<file path="config.mk">
export PLATFORM = sky130hd
export DESIGN_NAME = pc_fetch
export DESIGN_NICKNAME = d
export VERILOG_FILES = /design/src/rtl/pc_fetch_pkg.sv /design/src/rtl/pc_fetch.sv
export SDC_FILE = /design/constraint.sdc
export NUM_CORES = 1
export LEC_CHECK = 0
export BUFFER_PORTS_ARGS = -buffer_cell sky130_fd_sc_hd__buf_2
export CORE_UTILIZATION = 44
export DETAILED_ROUTE_END_ITERATION = 10
export PLACE_DENSITY_LB_ADDON = 0.08
export RECOVER_POWER = 25
export SLEW_MARGIN = 0
export SYNTH_ARGS = -nofsm -noshare
export SYNTH_HDL_FRONTEND = slang
export SYNTH_SLANG_ARGS = --single-unit
</file>
<file path="constraint.sdc">
create_clock -name clock -period 1.7 [get_ports clock]
set_input_delay 0.255 -clock clock [delete_from_list [all_inputs] [get_ports clock]]
set_output_delay 0.255 -clock clock [all_outputs]
set_load 0.05 [all_outputs]
</file>
<file path="src/rtl/pc_fetch_pkg.sv">
// Shared definitions for the fetch stage and the PC/operand mux stage:
// default PC and instruction widths, fetch FSM state encodings and a small
// alignment helper.
package pc_fetch_pkg;

  localparam int PC_SIZE_DEF   = 10;
  localparam int DATA_SIZE_DEF = 32;

  typedef enum logic [1:0] {
    S_FETCH = 2'd0,
    S_EXEC  = 2'd1,
    S_HALT  = 2'd2
  } fetch_state_e;

  // Instruction words are 4 bytes; a byte address is word aligned when its two LSBs are zero.
  function automatic logic is_aligned(input logic [1:0] addr_lsb);
    return addr_lsb == 2'b00;
  endfunction

endpackage

</file>
<file path="src/rtl/pc_fetch.sv">
// Program-counter register and instruction-fetch sequencer.
// Holds current_pc, fetches the word at current_pc from instruction memory,
// presents it to decode and loads next_pc when the controller retires the
// instruction.
//
// Build option: PC_MISALIGN_TRAP_EN
//   defined   - a misaligned next_pc is not loaded; it sets a sticky
//               misalign_fault and parks the FSM in S_HALT until reset.
//   undefined - next_pc is loaded with its two LSBs cleared and
//               misalign_fault is tied to 0.
//
// Handshake (instruction memory): im_req is the request/valid, im_ready the
// acceptance. A transfer happens on a posedge where im_req and im_ready are
// both 1; im_rdata is captured in that same cycle. Once raised, im_req and
// im_addr hold steady until the transfer; only reset can withdraw a request.
// im_ready while im_req is low is ignored.
module pc_fetch
  import pc_fetch_pkg::*;
#(
  parameter int                PcSize   = PC_SIZE_DEF,
  parameter int                DataSize = DATA_SIZE_DEF,
  parameter logic [PcSize-1:0] ResetPc  = '0
) (
  input  logic                clock,
  input  logic                reset,
  input  logic                halt,
  input  logic                pc_write,
  input  logic [PcSize-1:0]   next_pc,
  output logic                im_req,
  output logic [PcSize-1:0]   im_addr,
  input  logic                im_ready,
  input  logic [DataSize-1:0] im_rdata,
  output logic [PcSize-1:0]   current_pc,
  output logic [DataSize-1:0] instr,
  output logic                instr_valid,
  output logic                halted,
  output logic                misalign_fault,
  output logic [1:0]          fsm_state
);

  fetch_state_e        state_q;
  fetch_state_e        state_d;
  logic                started_q;
  logic [PcSize-1:0]   pc_q;
  logic [DataSize-1:0] instr_q;
  logic                fault_q;

  logic                fetch_done;
  logic                retire;
  logic                bad_target;
  logic                pc_load;
  logic [PcSize-1:0]   load_value;

  // started_q keeps im_req low in the first cycle out of reset, so the
  // first request rises on the first posedge after reset deasserts.
  assign fetch_done = (state_q == S_FETCH) && started_q && im_ready;
  assign retire     = (state_q == S_EXEC) && pc_write;

`ifdef PC_MISALIGN_TRAP_EN
  assign bad_target = !is_aligned(next_pc[1:0]);
  assign load_value = next_pc;
`else
  assign bad_target = 1'b0;
  assign load_value = {next_pc[PcSize-1:2], 2'b00};
`endif

  assign pc_load = retire && !bad_target;

  // Next-state logic: fetch until accepted, execute until retired, then
  // either fetch again or park in S_HALT.
  always_comb begin
    state_d = state_q;
    case (state_q)
      S_FETCH: begin
        if (fetch_done) state_d = S_EXEC;
      end
      S_EXEC: begin
        if (retire) state_d = (bad_target || halt) ? S_HALT : S_FETCH;
      end
      S_HALT: begin
        if (!halt && !fault_q) state_d = S_FETCH;
      end
      default: state_d = S_FETCH;
    endcase
  end

  // FSM state register plus the one-shot "out of reset" flag.
  always_ff @(posedge clock or negedge reset) begin
    if (!reset) begin
      state_q   <= S_FETCH;
      started_q <= 1'b0;
    end else begin
      state_q   <= state_d;
      started_q <= 1'b1;
    end
  end

  // PC register: loads only when an instruction retires with a usable target.
  always_ff @(posedge clock or negedge reset) begin
    if (!reset) begin
      pc_q <= ResetPc;
    end else if (pc_load) begin
      pc_q <= load_value;
    end
  end

  // Instruction register: captures the memory word on the accepting cycle.
  always_ff @(posedge clock or negedge reset) begin
    if (!reset) begin
      instr_q <= '0;
    end else if (fetch_done) begin
      instr_q <= im_rdata;
    end
  end

`ifdef PC_MISALIGN_TRAP_EN
  // Sticky alignment fault, cleared only by reset.
  always_ff @(posedge clock or negedge reset) begin
    if (!reset) begin
      fault_q <= 1'b0;
    end else if (retire && bad_target) begin
      fault_q <= 1'b1;
    end
  end
`else
  assign fault_q = 1'b0;
`endif

  assign im_req         = (state_q == S_FETCH) && started_q;
  assign im_addr        = pc_q;
  assign current_pc     = pc_q;
  assign instr          = instr_q;
  assign instr_valid    = (state_q == S_EXEC);
  assign halted         = (state_q == S_HALT);
  assign misalign_fault = fault_q;
  assign fsm_state      = state_q;

endmodule

</file>
# Word level (Yosys, flattened, before mapping)
# Index checks and enable logic that the tools add are counted.
[word_totals]
output_inout_bits = 58
reg_bits = 43
word_cells = 19
[op_classes]
mux = 5
reduce_logical = 5
eq_ne = 5
[ops]
columns = ["cell", "count"]
rows = [
  ["2-bit two-way mux", 4],
  ["2-bit one-hot mux with 3 select lines", 1],
  ["2-bit != test (second input constant)", 2],
  ["1-bit logical AND", 3],
  ["3-bit AND reduction", 1],
  ["2-bit by 1-bit == test with 1-bit output (second input constant)", 1],
  ["2-bit == test (second input constant)", 1],
  ["2-bit logical NOT", 1],
  ["2-bit by 1-bit != test with 1-bit output (second input constant)", 1],
]

# Depth between registers and ports, before layout
[logic_depth]
depth_word = 5
mapped_depth = 4
ltp_nobuf = 2

# Worst setup path after synthesis
# No wires, ideal clock.
[synth_path]
path_type = "reg2out"
start = "register state_q[0], in the netlist fsm_state[0]"
end = "output port im_req"
setup_slack_ns = -0.384
t_arrival_ns = 1.829
stages_incl_launch_ff = 2
n_path_buf = 0
cell_sequence = "dfrtp_1 nor3b_1"
[synth_between]
elab_chain_cells = 2
[synth_lines]
columns = ["element", "line_no", "source"]
rows = [
  ["start, declared", "pc_fetch.sv:41", "fetch_state_e state_q;"],
  ["start signal, assigned", "pc_fetch.sv:93", "state_q <= state_d;"],
  ["2-bit logical NOT", "pc_fetch.sv:129", "assign im_req = (state_q == S_FETCH) && started_q;"],
  ["1-bit logical AND", "pc_fetch.sv:129", ""],
  ["end, declared", "pc_fetch.sv:29", "output logic im_req,"],
]
# Every way passes these cells.

# Worst setup path after layout
[layout_path]
start = "register state_q[1], in the netlist fsm_state[1]"
end = "output port im_req"
# The elaborated chain is that of the path after synthesis.

==> results.md <==
* H-tree depth at 2
* Final setup margin at 0.117 ns
* Number of global-route vias before repair at 1151
* Mapped Cells at 112
* Status: finished clean
* # fillers at 341
* Yosys top cell by area: dfrtp_1
* P_sw at 2.14 mW
* Highest routed layer: met4
* PD cells at 1810 mW/mm²
* CTS buffer count at 5
* DRT met1 WL at 1.46 mm
* Vias/cell at 4.69
* Worst VDD drop at 1.04 mV
* Internal power at 2.26 mW
* GRT Util Overall at 15.9%
* Clk buf depth at 2
* Setup TNS at 0 ns
* CP Launch Type: flop
* YS warnings at 0
* Placed inst area at 0.00236 mm²
* Period Utilization, post-route at 93.1%
* Reg-to-Reg Start: fsm_state[1]
* CP Data Arrival Time at 1.33 ns
* Area Growth Syn to Fin at 29.6%
* Initial antenna violation count at 0
* Worst Reg2Reg Path Length in Cells at 3
* Core Area at 0.00406 mm²
* Routed length per instance at 13.4 µm
* Leakage at 1.29 nW
* Post-DP HPWL at 2.59 mm
* Sequential area share after synthesis at 57.2%
* Top_reg_cell synth: dfrtp_1
* Commonest cells post-synth: dfrtp_1 (43), mux2_4 (30), buf_4 (14)
* RSZ-0062 raised after global routing: false
* Final GP Congestion at 0.720
* Global-route wire length before repair at 5.24 mm
* Place WS at 0.128 ns
* Max Clk Rate at 632 MHz
* Total wire length at 3.47 mm
* Switching share of power at 48.7%
* Synth top area share at 57.2%
* Worst hold slack at 0.199 ns
* Initial Util at 46.3%
* Layout cells sized above 1 at 71.4%
* Number of synthesized flops with an enable pin at 0
* Final setup vio count at 0
* CTS tree: built
* Slew @ Worst Pin at 0.567 ns
* Worst min-delay path class: in2reg
* Pins Over Slew Limit at 0
* Endpoint class of the critical path: output pin
* Worst R2R End: instr[24]
* Worst path required time at 1.44 ns
* Combinational share of power at 52.9%
* Die width at 67.4 µm
* Yosys reg bits at 43
* R2R Setup Slk at 0.13 ns
* Clk_lat worst skew at 0.28 ns
* Post-synth cell types at 14
* Largest cells by area after synthesis: dfrtp_1 (57%), mux2_4 (24%), mux2_2 (6.0%)
* Design area at 0.00244 mm²
* Setup Skew at 0.00323 ns
* Async set-reset flop share out of synthesis at 100%
* Grt ovf at 0
* Die height at 67.4 µm
* FP Rows at 23
* Largest net degree at the start of global routing at 24
* Clk pin slew, worst setup/hold paths at 0.08 ns
* # DRC at 0
* Max cap viols at 0
* First DRT Iteration DRCs at 41
* Crit Path Class: reg2out
* Detailed route wirelength on metal3 at 271 µm
* Vias at 1219
* Final antenna-violating net count at 0
* Post-Syn Area at 0.00188 mm²
* Synth Area per Inst at 16.8 µm²
* Die area at 0.00454 mm²
* Min cycle time layout at 1.58 ns
* Root Buffer: clkbuf_8
* DR pass1 iterations at 4
* Clock Sinks at 43
* Port Buffers at 97
* Slew margin rel. at 62.2%
* I/O pins at 105
* Count leader, synth: dfrtp_1
* CP Capture Point: im_req
* Final Hold Fails at 0
* Met2 wire len at 1.70 mm
* CP startpoint: fsm_state[1]
* Sequential share of power at 33.5%
* Clk pwr share at 13.6%
* Crit Path Max Fanout at 6
* Post-CTS sizing at 0
* Final net count at 256
* # diodes at 0
==> what timing repair did <==
item | 4_1_cts | 5_1_grt
hold buffers | 1 | 0
endpoints found under the hold margin | 20 | 0
buffers inserted | 0 | 0
==> area by class of cell <==
type,instances,area (µm²),area share (%)
Tap cell,50,62.6,2.57
Timing Repair Buffer,103,543,22.3
Clock buffer,7,76.3,3.13
Inverter,1,3.75,0.154
Sequential cell,43,1080,44.1
Multi-Input combinational cell,55,671,27.5
Clock inverter,1,5.00,0.205
==> state kept, by name, summed over array words and instances (netlist names) <==
name	flops
current_pc	8
instr	32
started_q	1
fsm_state	2
==> power by group through the flow <==
stage          Combinational [mW]  Clock (mW)  Sequential [mW]
5_1_grt                      2.42       0.674             1.52
3_5_place_dp                 2.34           0             1.49
2_1_floorplan               0.900           0             2.53
3_3_place_gp                 2.33           0             1.48
6_report                     2.33       0.598             1.48
4_1_cts                      2.35       0.629             1.48
==> how the worst min path moves through the flow <==
stage                      start            end  slack (ns)  cells past startpoint
floorplan                  reset  current_pc[2]       -0.04                      0
global placement           reset       instr[8]        0.24                      1
detailed placement         reset       instr[8]        0.25                      1
CTS                   next_pc[8]  current_pc[8]        0.19                      2
global route        im_rdata[29]      instr[29]        0.19                      2
finish               im_rdata[2]       instr[2]        0.20                      2
==> through the flow <==
stage	power, mW	util [%]	instances
2_1_floorplan	3.43	-	116
4_1_cts	4.46	60.4	260
3_3_place_gp	3.81	58.2	251
6_report	4.40	60.1	260
5_1_grt	4.61	60.1	260
3_5_place_dp	3.84	58.2	251
==> per-layer routing <==
metal / GRT usage, % / vias to the layer above
li1: - / 555
met1: 19.3 / 593
met2: 26.5 / 66
met3: 4.39 / 5
met4: 6.38 / 0
met5: 0 / -
==> placed cells by master, fill, tap and decap left out, types with 2 or more instances in the layout <==
cell,n
clkbuf_2,2
buf_4,3
nand2b_1,2
clkbuf_1,2
mux2_4,30
conb_1,6
nand3b_1,2
buf_2,96
mux2_2,10
clkbuf_8,5
dfrtp_1,43
==> logic make-up after synthesis <==
| logic type | Yosys count | share of synthesized area, % |
|---|---|---|
| other | 2 | 0.399 |
| muxes | 40 | 29.9 |
| DFF | 43 | 57.2 |
| AOI/OAI and AO/OA | 2 | 0.665 |
| buffers and inverters | 18 | 8.98 |
| and+or+nand+nor | 7 | 2.79 |
==> critical path, cell delays in order (launching register included) <==
cell and delay (ns):
dfrtp_1 0.41, buf_4 0.17, nor3b_2 0.17, buf_2 0.29
(Power assumes the default switching activity.)
